**src/rtl/tl45_isa_pkg.sv**
```systemverilog
// TL45 ISA constants and the decoded micro-op bundle
// shared by the decode stage and its helpers.
package tl45_isa_pkg;

  localparam logic [4:0] OP_NOP   = 5'd0;
  localparam logic [4:0] OP_ADD   = 5'd1;
  localparam logic [4:0] OP_LOAD  = 5'd2;
  localparam logic [4:0] OP_STORE = 5'd3;
  localparam logic [4:0] OP_JMP   = 5'd4;
  localparam logic [4:0] OP_JMPR  = 5'd5;
  localparam logic [4:0] OP_CALL  = 5'd6;
  localparam logic [4:0] OP_RET   = 5'd7;

  localparam int OPC_HI   = 31;
  localparam int OPC_LO   = 27;
  localparam int IMM_BIT  = 26;
  localparam int ZEXT_BIT = 24;
  localparam int DR_HI    = 23;
  localparam int DR_LO    = 20;
  localparam int SR1_HI   = 19;
  localparam int SR1_LO   = 16;
  localparam int SR2_HI   = 15;
  localparam int SR2_LO   = 12;
  localparam int IMM_HI   = 15;
  localparam int IMM_LO   = 0;

  localparam logic [3:0] LINK_REG = 4'd14;

  typedef struct packed {
    logic [31:0] pc;
    logic [4:0]  opcode;
    logic [3:0]  dr;
    logic [3:0]  sr1;
    logic [3:0]  sr2;
    logic [31:0] imm;
    logic        imm_valid;
  } dec_op_t;

  function automatic logic is_simple_op(
    input logic [4:0] op
  );
    return (op >= OP_ADD) && (op <= OP_JMPR);
  endfunction

endpackage

```
**src/rtl/tl45_imm_ext.sv**
```systemverilog
// 16-to-32 bit immediate extension; zext selects
// zero-extension, otherwise sign-extension.
module tl45_imm_ext (
  input  logic [15:0] imm16,
  input  logic        zext,
  output logic [31:0] imm32
);

  logic [15:0] upper;

  assign upper = zext ? 16'h0000 : {16{imm16[15]}};
  assign imm32 = {upper, imm16};

endmodule

```
**src/rtl/tl45_decode.sv**
```systemverilog
// TL45 decode stage: registers decoded ops and splits CALL/RET
// into two micro-ops. TL45_DECODE_ILLEGAL_EN adds o_buf_illegal.
module tl45_decode
  import tl45_isa_pkg::*;
#(
  parameter logic [3:0] SP_REG = 4'd15
) (
  input  logic        i_clk,
  input  logic        i_reset,
  input  logic        i_pipe_stall,
  input  logic        i_pipe_flush,
  input  logic [31:0] i_buf_pc,
  input  logic [31:0] i_buf_inst,
  output logic        o_pipe_stall,
  output logic [31:0] o_buf_pc,
  output logic [4:0]  o_buf_opcode,
  output logic [3:0]  o_buf_dr,
  output logic [3:0]  o_buf_sr1,
  output logic [3:0]  o_buf_sr2,
  output logic [31:0] o_buf_imm,
  output logic        o_buf_imm_valid
`ifdef TL45_DECODE_ILLEGAL_EN
  ,
  output logic        o_buf_illegal
`endif
);

  localparam logic [0:0] ST_IDLE   = 1'b0;
  localparam logic [0:0] ST_EXPAND = 1'b1;

  logic [0:0]  state;
  dec_op_t     q;
  dec_op_t     hold;
  dec_op_t     base;
  dec_op_t     nxt;
  dec_op_t     nxt_hold;
  logic        go_exp;

  logic [4:0]  opc;
  logic        imm_f;
  logic        zext;
  logic [31:0] imm32;
  logic        bubble;
  logic        is_call;
  logic        is_ret;
  logic        is_simple;
  logic        unused_ok;

  assign opc       = i_buf_inst[OPC_HI:OPC_LO];
  assign imm_f     = i_buf_inst[IMM_BIT];
  assign zext      = i_buf_inst[ZEXT_BIT];
  assign bubble    = (i_buf_inst == 32'h0);
  assign is_call   = (opc == OP_CALL);
  assign is_ret    = (opc == OP_RET);
  assign is_simple = is_simple_op(opc);
  assign unused_ok = i_buf_inst[25];

  tl45_imm_ext u_imm_ext (
    .imm16 (i_buf_inst[IMM_HI:IMM_LO]),
    .zext  (zext),
    .imm32 (imm32)
  );

  // Plain field decode; an immediate displaces sr2.
  always_comb begin
    base           = '0;
    base.pc        = i_buf_pc;
    base.opcode    = opc;
    base.dr        = i_buf_inst[DR_HI:DR_LO];
    base.sr1       = i_buf_inst[SR1_HI:SR1_LO];
    base.sr2       = imm_f ? 4'd0 : i_buf_inst[SR2_HI:SR2_LO];
    base.imm       = imm_f ? imm32 : 32'h0;
    base.imm_valid = imm_f;
  end

  always_comb begin
    nxt      = '0;
    nxt_hold = '0;
    go_exp   = 1'b0;
    unique case (1'b1)
      bubble: begin
        nxt = '0;
      end
      is_call: begin
        nxt.pc          = i_buf_pc;
        nxt.opcode      = OP_STORE;
        nxt.sr1         = SP_REG;
        nxt.sr2         = LINK_REG;
        nxt.imm         = i_buf_pc + 32'd4;
        nxt.imm_valid   = 1'b1;
        nxt_hold        = base;
        nxt_hold.opcode = OP_JMP;
        go_exp          = 1'b1;
      end
      is_ret: begin
        nxt.pc          = i_buf_pc;
        nxt.opcode      = OP_LOAD;
        nxt.dr          = LINK_REG;
        nxt.sr1         = SP_REG;
        nxt_hold.pc     = i_buf_pc;
        nxt_hold.opcode = OP_JMPR;
        nxt_hold.sr1    = LINK_REG;
        go_exp          = 1'b1;
      end
      is_simple: begin
        nxt = base;
      end
      default: begin
        nxt.pc = i_buf_pc;
      end
    endcase
  end

  always_ff @(posedge i_clk or posedge i_reset) begin
    if (i_reset) begin
      state <= ST_IDLE;
      q     <= '0;
      hold  <= '0;
    end else if (i_pipe_flush) begin
      state <= ST_IDLE;
      q     <= '0;
      hold  <= '0;
    end else if (!i_pipe_stall) begin
      if (state == ST_EXPAND) begin
        q     <= hold;
        hold  <= '0;
        state <= ST_IDLE;
      end else begin
        q <= nxt;
        if (go_exp) begin
          hold  <= nxt_hold;
          state <= ST_EXPAND;
        end
      end
    end
  end

`ifdef TL45_DECODE_ILLEGAL_EN
  logic nxt_ill;
  logic ill_q;

  assign nxt_ill = (opc > OP_RET);

  always_ff @(posedge i_clk or posedge i_reset) begin
    if (i_reset) begin
      ill_q <= 1'b0;
    end else if (i_pipe_flush) begin
      ill_q <= 1'b0;
    end else if (!i_pipe_stall) begin
      ill_q <= (state == ST_EXPAND) ? 1'b0 : nxt_ill;
    end
  end

  assign o_buf_illegal = ill_q;
`endif

  assign o_pipe_stall    = i_pipe_stall | (state == ST_EXPAND);
  assign o_buf_pc        = q.pc;
  assign o_buf_opcode    = q.opcode;
  assign o_buf_dr        = q.dr;
  assign o_buf_sr1       = q.sr1;
  assign o_buf_sr2       = q.sr2;
  assign o_buf_imm       = q.imm;
  assign o_buf_imm_valid = q.imm_valid;

endmodule
```
**config.mk**
```make
export PLATFORM = sky130hd
export DESIGN_NAME = tl45_decode
export DESIGN_NICKNAME = d
export VERILOG_FILES = /design/src/rtl/tl45_isa_pkg.sv /design/src/rtl/tl45_imm_ext.sv /design/src/rtl/tl45_decode.sv
export SDC_FILE = /design/constraint.sdc
export NUM_CORES = 1
export LEC_CHECK = 0
export ABC_AREA = 1
export BUFFER_PORTS_ARGS = -buffer_cell sky130_fd_sc_hd__buf_2
export CAP_MARGIN = 20
export CORE_MARGIN = 4
export CORE_UTILIZATION = 30
export DETAILED_ROUTE_END_ITERATION = 8
export PLACE_DENSITY_LB_ADDON = 0.2
export SETUP_SLACK_MARGIN = 0.4
export SYNTH_ARGS = -nofsm -noshare
export SYNTH_HDL_FRONTEND = slang
export SYNTH_SLANG_ARGS = --single-unit
```
**constraint.sdc**
```tcl
create_clock -name i_clk -period 4.1 [get_ports i_clk]
set_input_delay 0.41 -clock i_clk [delete_from_list [all_inputs] [get_ports i_clk]]
set_output_delay 0.41 -clock i_clk [all_outputs]
set_load 0.02 [all_outputs]
```
# [Word-level counts from Yosys, hierarchy flattened]
# Cells that the tools add are included.
[totals] in_bits=68 elab_cells=51 register_bits=165
[classes] n_reduce_logical=5 magnitude_cmp=2 bitwise_logic=1 n_mux=24 add_sub_neg=1 n_eq_ne=3
[ops] operator="$mux W82" n=7
[ops] operator="$pmux W37 S2" n=2
[ops] operator="$mux W32" n=2
[ops] operator="$mux W37" n=1
[ops] operator="$add A32 B3 Y32 const B" n=1
[ops] operator="$logic_not A32 Y1" n=1
[ops] operator="$pmux W4 S2" n=3
[ops] operator="$mux W16" n=1
[ops] operator="$pmux W5 S3" n=1
[ops] operator="$eq A5 B3 Y1 const B" n=2
[ops] operator="$mux W4" n=2
[ops] operator="$ge A5 B1 Y1 const B" n=1
[ops] operator="$le A5 B3 Y1 const B" n=1
[ops] operator="$mux W1" n=5
[ops] operator="$reduce_bool A3 Y1" n=1
[ops] operator="$ne A2 B1 Y1 const B" n=1
[ops] operator="$reduce_and A2 Y1" n=1
[ops] operator="$reduce_or A2 Y1" n=1
[ops] operator="$logic_and A1 B1 Y1" n=1
[ops] operator="$or A1 B1 Y1" n=1

# [Logic depth before layout (Yosys ltp)]
[logic_depth] word_depth=7 depth_mapped=12

# [Modules after synthesis]
# Synthesis repeated with hierarchy kept, for this count alone.
[unflattened] cells_unflattened=1181 hier_area_um2=8665.8
[modules_own_cells] module="tl45_decode" seq_area_each_um2=4053.9 instances=1 area_each_um2=8423.1 cells_each=1148
[modules_own_cells] module="tl45_imm_ext" seq_area_each_um2=0.0 instances=1 area_each_um2=242.7 cells_each=33

# [Least setup slack after synthesis]
# OpenSTA, ideal clock, no wires.
[synth_path] path_type="flip-flop to flip-flop" start="register state" end="register hold[1] (netlist name)" required_ns=4.026 arrival_ns=1.440 slack_ns=2.586 stages_incl_launch_ff=9 n_path_buf=1 path_cell_list="dfrtp_1 inv_2 nand2_1 nor2_1 nand2_4 nor2_4 nand2_4 buf_6 o21ai_2"
[synth_between] elab_chain_cells=3
[synth_rtl] element="start, declared" line="tl45_decode.sv:31" source="logic [0:0] state;"
[synth_rtl] element="start signal, assigned" line="tl45_decode.sv:116" source="state <= ST_IDLE;"
[synth_rtl] element="start signal, assigned" line="tl45_decode.sv:120" source="state <= ST_IDLE;"
[synth_rtl] element="start signal, assigned" line="tl45_decode.sv:127" source="state <= ST_IDLE;"
[synth_rtl] element="$mux W82" line="tl45_decode.sv:124" source="if (state == ST_EXPAND) begin"
[synth_rtl] element="$mux W82" line="tl45_decode.sv:123" source="end else if (!i_pipe_stall) begin"
[synth_rtl] element="$mux W82" line="tl45_decode.sv:119" source="end else if (i_pipe_flush) begin"
[synth_rtl] element="end signal, assigned" line="tl45_decode.sv:131" source="hold <= nxt_hold;"
[synth_rtl] element="end, declared" line="tl45_decode.sv:33" source="dec_op_t hold;"
# Parallel ways exist; a longest one is shown, timed or not. The select of a mux whose other input is x is not followed.
# A chain may end at the register's enable or synchronous reset.

# [Worst setup path in the final report]
[layout_path] start="register state" end="register hold[33] (netlist name)"
# Same word-level chain as after synthesis.

==> reports/metrics.cfg <==
[timing]
hold_viol_final=0
period_needed_ns=2.24
rsz0062_at_grt=no
final-setup-viol-count=0
fin_skew_ns=0.00752
worst_slew_pin_slew_ns=0.882
slew_headroom_pct=41.2
fmax_mhz=446
setup-tns-final_ns=0
fin_crit_sh_pct=54.7
slew_viol_final=0

[run]
maxCapViolations=0

[floorplanning]
die_x_microns=171
initial_core_util_pct=30.5
dieArea_sq_um=29100
pin_count=151
core_area_sq_um=26000
row_count=59
dieHeight_microns=171

[synth]
synth_edf_count=0
synth.area.top_cells=dfrtp_1 46%, nand2_1 25%, o21ai_0 4.6%
post_synth.cell_area_avg_sq_um=7.20
yosysTopAreaCell=dfrtp_1
synth_xor_area_share_pct=0
netlist_instances=1101
synth_top_flop_cell=dfrtp_1
yosys.area.top_type_share_pct=46.4
yosys.cell_types.count=37
synth-simple-area-share_pct=34.9
synth_top_family_by_area=simple AND/OR/NAND/NOR gates
synthAdderAreaFrac_pct=0.158
yosysWarningCount=0
synth-seq-cells=147
async_flop_share_pct=100
seq_area_frac_synth_pct=46.4
netlist_area_sq_um=7920
synth_compound_area_share_pct=10.9
syn-num-nets=1170
synthMuxAreaShare_pct=0

[grt]
antenna_found_initial=2
grt_pass1_wl_microns=42400
grt_pass1_vias=7420
grt_overflow=0
grt_usage_pct=18.5
grt_max_degree=81

[final_layout]
layoutNonFillerInstCount=1578
areaGrowthSynthToFinish_pct=19.9
layout.nets=1299
antenna_cells=0
final_core_util_pct=36.6
nFillCells=2877
drive_gt1_share_pct=19.2

[setup_path]
cp.arrival_ns=2.58
r2r.worst_path.cells=7
critPathMaxFanout=61
critPathLaunchType=register
cpMaxStageDelayCell=buf_4
cpPeakStageDelay_ns=0.56
r2r_end=hold[33]$_DFFE_PP0P_
path_cells=buf_4, nor2_1, nand2_2, nand2_4, inv_2, nand2_1, o22ai_1
rrSetupSlack_ns=1.86
required_ns=4.44
crit_path_end_kind=register
rr_startpoint=state$_DFFE_PP0P_
critPathKind=reg -> reg

[power_and_ir_drop]
pwr-share-comb_pct=11.6
intPower_mw=2.46
peakVddDrop_mv=0.192
power_density_nw_per_um2=358
p_leak_nw=5.18
p_clk_share_pct=44.0
p_seq_share_pct=44.4
switchingPower_mw=0.937
p_sw_share_pct=27.6

[placed_design]
dp_cells=1544
portBuffers=150
dp_hpwl_microns=19200
gp_congestion=0.930

[routing]
wl_met1_microns=12300
drc=0
drt-vias-per-instance=4.81
wl_met2_microns=12400
vias=7588
drtIter0Drc=523
wl_met3_microns=1420
highest_layer=met5
drtAntennaViolNets=0
dr.pass1.iters=5
drt-wirelength-per-cell_microns=16.8
drt-total-wl_microns=26500

[hold_path]
hold_depth=3
min_to=hold[5]$_DFFE_PP0P_
hold_class=in -> reg
worstHoldStart=i_buf_inst[4]

[cts]
clockBufferDepth=2
post_cts_resized=0
cts_buffers=17
cts.sinks=147
hold_buffers=0
cts_tree=built
h-tree-depth=4
clock_latency_ns=0.42
cts.clk_slew.worst_paths_ns=0.06
post_cts_buffers=0
clock-root-buffer=clkbuf_16

[outcome]
status=complete, no violations

per-layer routing:
metal,up-vias,track usage [%]
met1,3597,26.4
met4,4,4.34
met2,211,29.6
li1,3751,-
met3,25,3.30
met5,-,0
stage by stage:
| step | setup WS (ns) | area [sq um] | power, mW | hold slack, ns |
|---|---|---|---|---|
| 2_1_floorplan | 1.84 | 7930 | 1.77 | 0.437 |
| 3_3_place_gp | 1.84 | 8910 | 1.93 | 0.451 |
| 3_5_place_dp | 1.84 | 8910 | 1.93 | 0.454 |
| 4_1_cts | 1.83 | 9470 | 3.44 | 0.231 |
| 5_1_grt | 1.62 | 9500 | 3.55 | 0.261 |
| 6_report | 1.86 | 9500 | 3.40 | 0.264 |
power groups by stage:
stage               Clock, mW  Sequential, mW  Combinational (mW)
finish                   1.50            1.51               0.395
global route             1.60            1.51               0.443
CTS                      1.54            1.51               0.399
detailed placement          0            1.53               0.397
global placement            0            1.53               0.399
floorplan                   0            1.57               0.203
registers in the layout, summed over array words and instances, names as in the netlist:
register         flops
hold                64
o_buf_dr             4
o_buf_imm           32
o_buf_imm_valid      1
o_buf_opcode         5
o_buf_pc            32
o_buf_sr1            4
o_buf_sr2            4
state                1
worst max-delay path: cells and delay by family, from the launching register on:
kind | cells | cell delay, ns
DFF | 1 | 0.36
AOI/OAI and AO/OA | 1 | 0.11
buffers and inverters | 2 | 0.87
and+or+nand+nor | 4 | 0.82
placed cells by master, fill, tap and decap left out, drive strengths merged:
cell type,synthesis,routed
ha,1,1
a21oi,5,5
buf,24,158
o22ai,4,4
clkbuf,25,20
a21boi,3,3
dlygate4sd3,0,1
o31ai,2,2
clkinvlp,0,4
a31oi,1,1
o21ai,122,122
a22o,3,3
dfrtp,147,147
o211ai,10,10
nand3,55,55
nor2,66,66
nand3b,1,1
clkinv,1,8
or2,1,1
nand2,526,526
nor3,1,1
nand4,17,17
bufinv,0,1
inv,85,85
a211oi,1,1
cells in the mapped netlist (4+ instances only):
cell      instances
inv_1            74
buf_6             9
dfrtp_1         147
nor2_4            6
nand2_1         518
inv_2            11
o22ai_1           4
o211ai_1         10
nor2_1           56
clkbuf_1         22
o21ai_1          39
buf_2            10
nor2_2            4
a21oi_1           5
nand3_1          51
o21ai_2          10
nand2_4           5
nand4_1          16
o21ai_0          73
final cells by class:
type / instances / area, sq um / share of cell area (%)
clock inverters: 12 / 108 / 1.13
flip-flops and latches: 147 / 3680 / 38.7
multi-input cells: 819 / 3650 / 38.5
clock buffers: 20 / 457 / 4.81
well taps: 335 / 419 / 4.41
repair buffers: 159 / 858 / 9.03
inverters: 86 / 327 / 3.44
how the worst max path moves through the flow:
stage / start / endpoint / cells past startpoint
after detailed placement: state$_DFFE_PP0P_ / hold[33]$_DFFE_PP0P_ / 7
after floorplan: i_reset / hold[0]$_DFFE_PP0P_ / 1
final: state$_DFFE_PP0P_ / hold[33]$_DFFE_PP0P_ / 7
after global placement: i_pipe_flush / o_buf_imm[31]$_DFFE_PP0P_ / 6
after CTS: state$_DFFE_PP0P_ / hold[33]$_DFFE_PP0P_ / 7
after global routing: state$_DFFE_PP0P_ / hold[33]$_DFFE_PP0P_ / 7
cell families after synthesis:
group / after synthesis
simple gates: 667
compound gates: 151
flops: 147
buf+inv: 135
fa+ha+maj: 1
(Power assumes the default switching activity.)
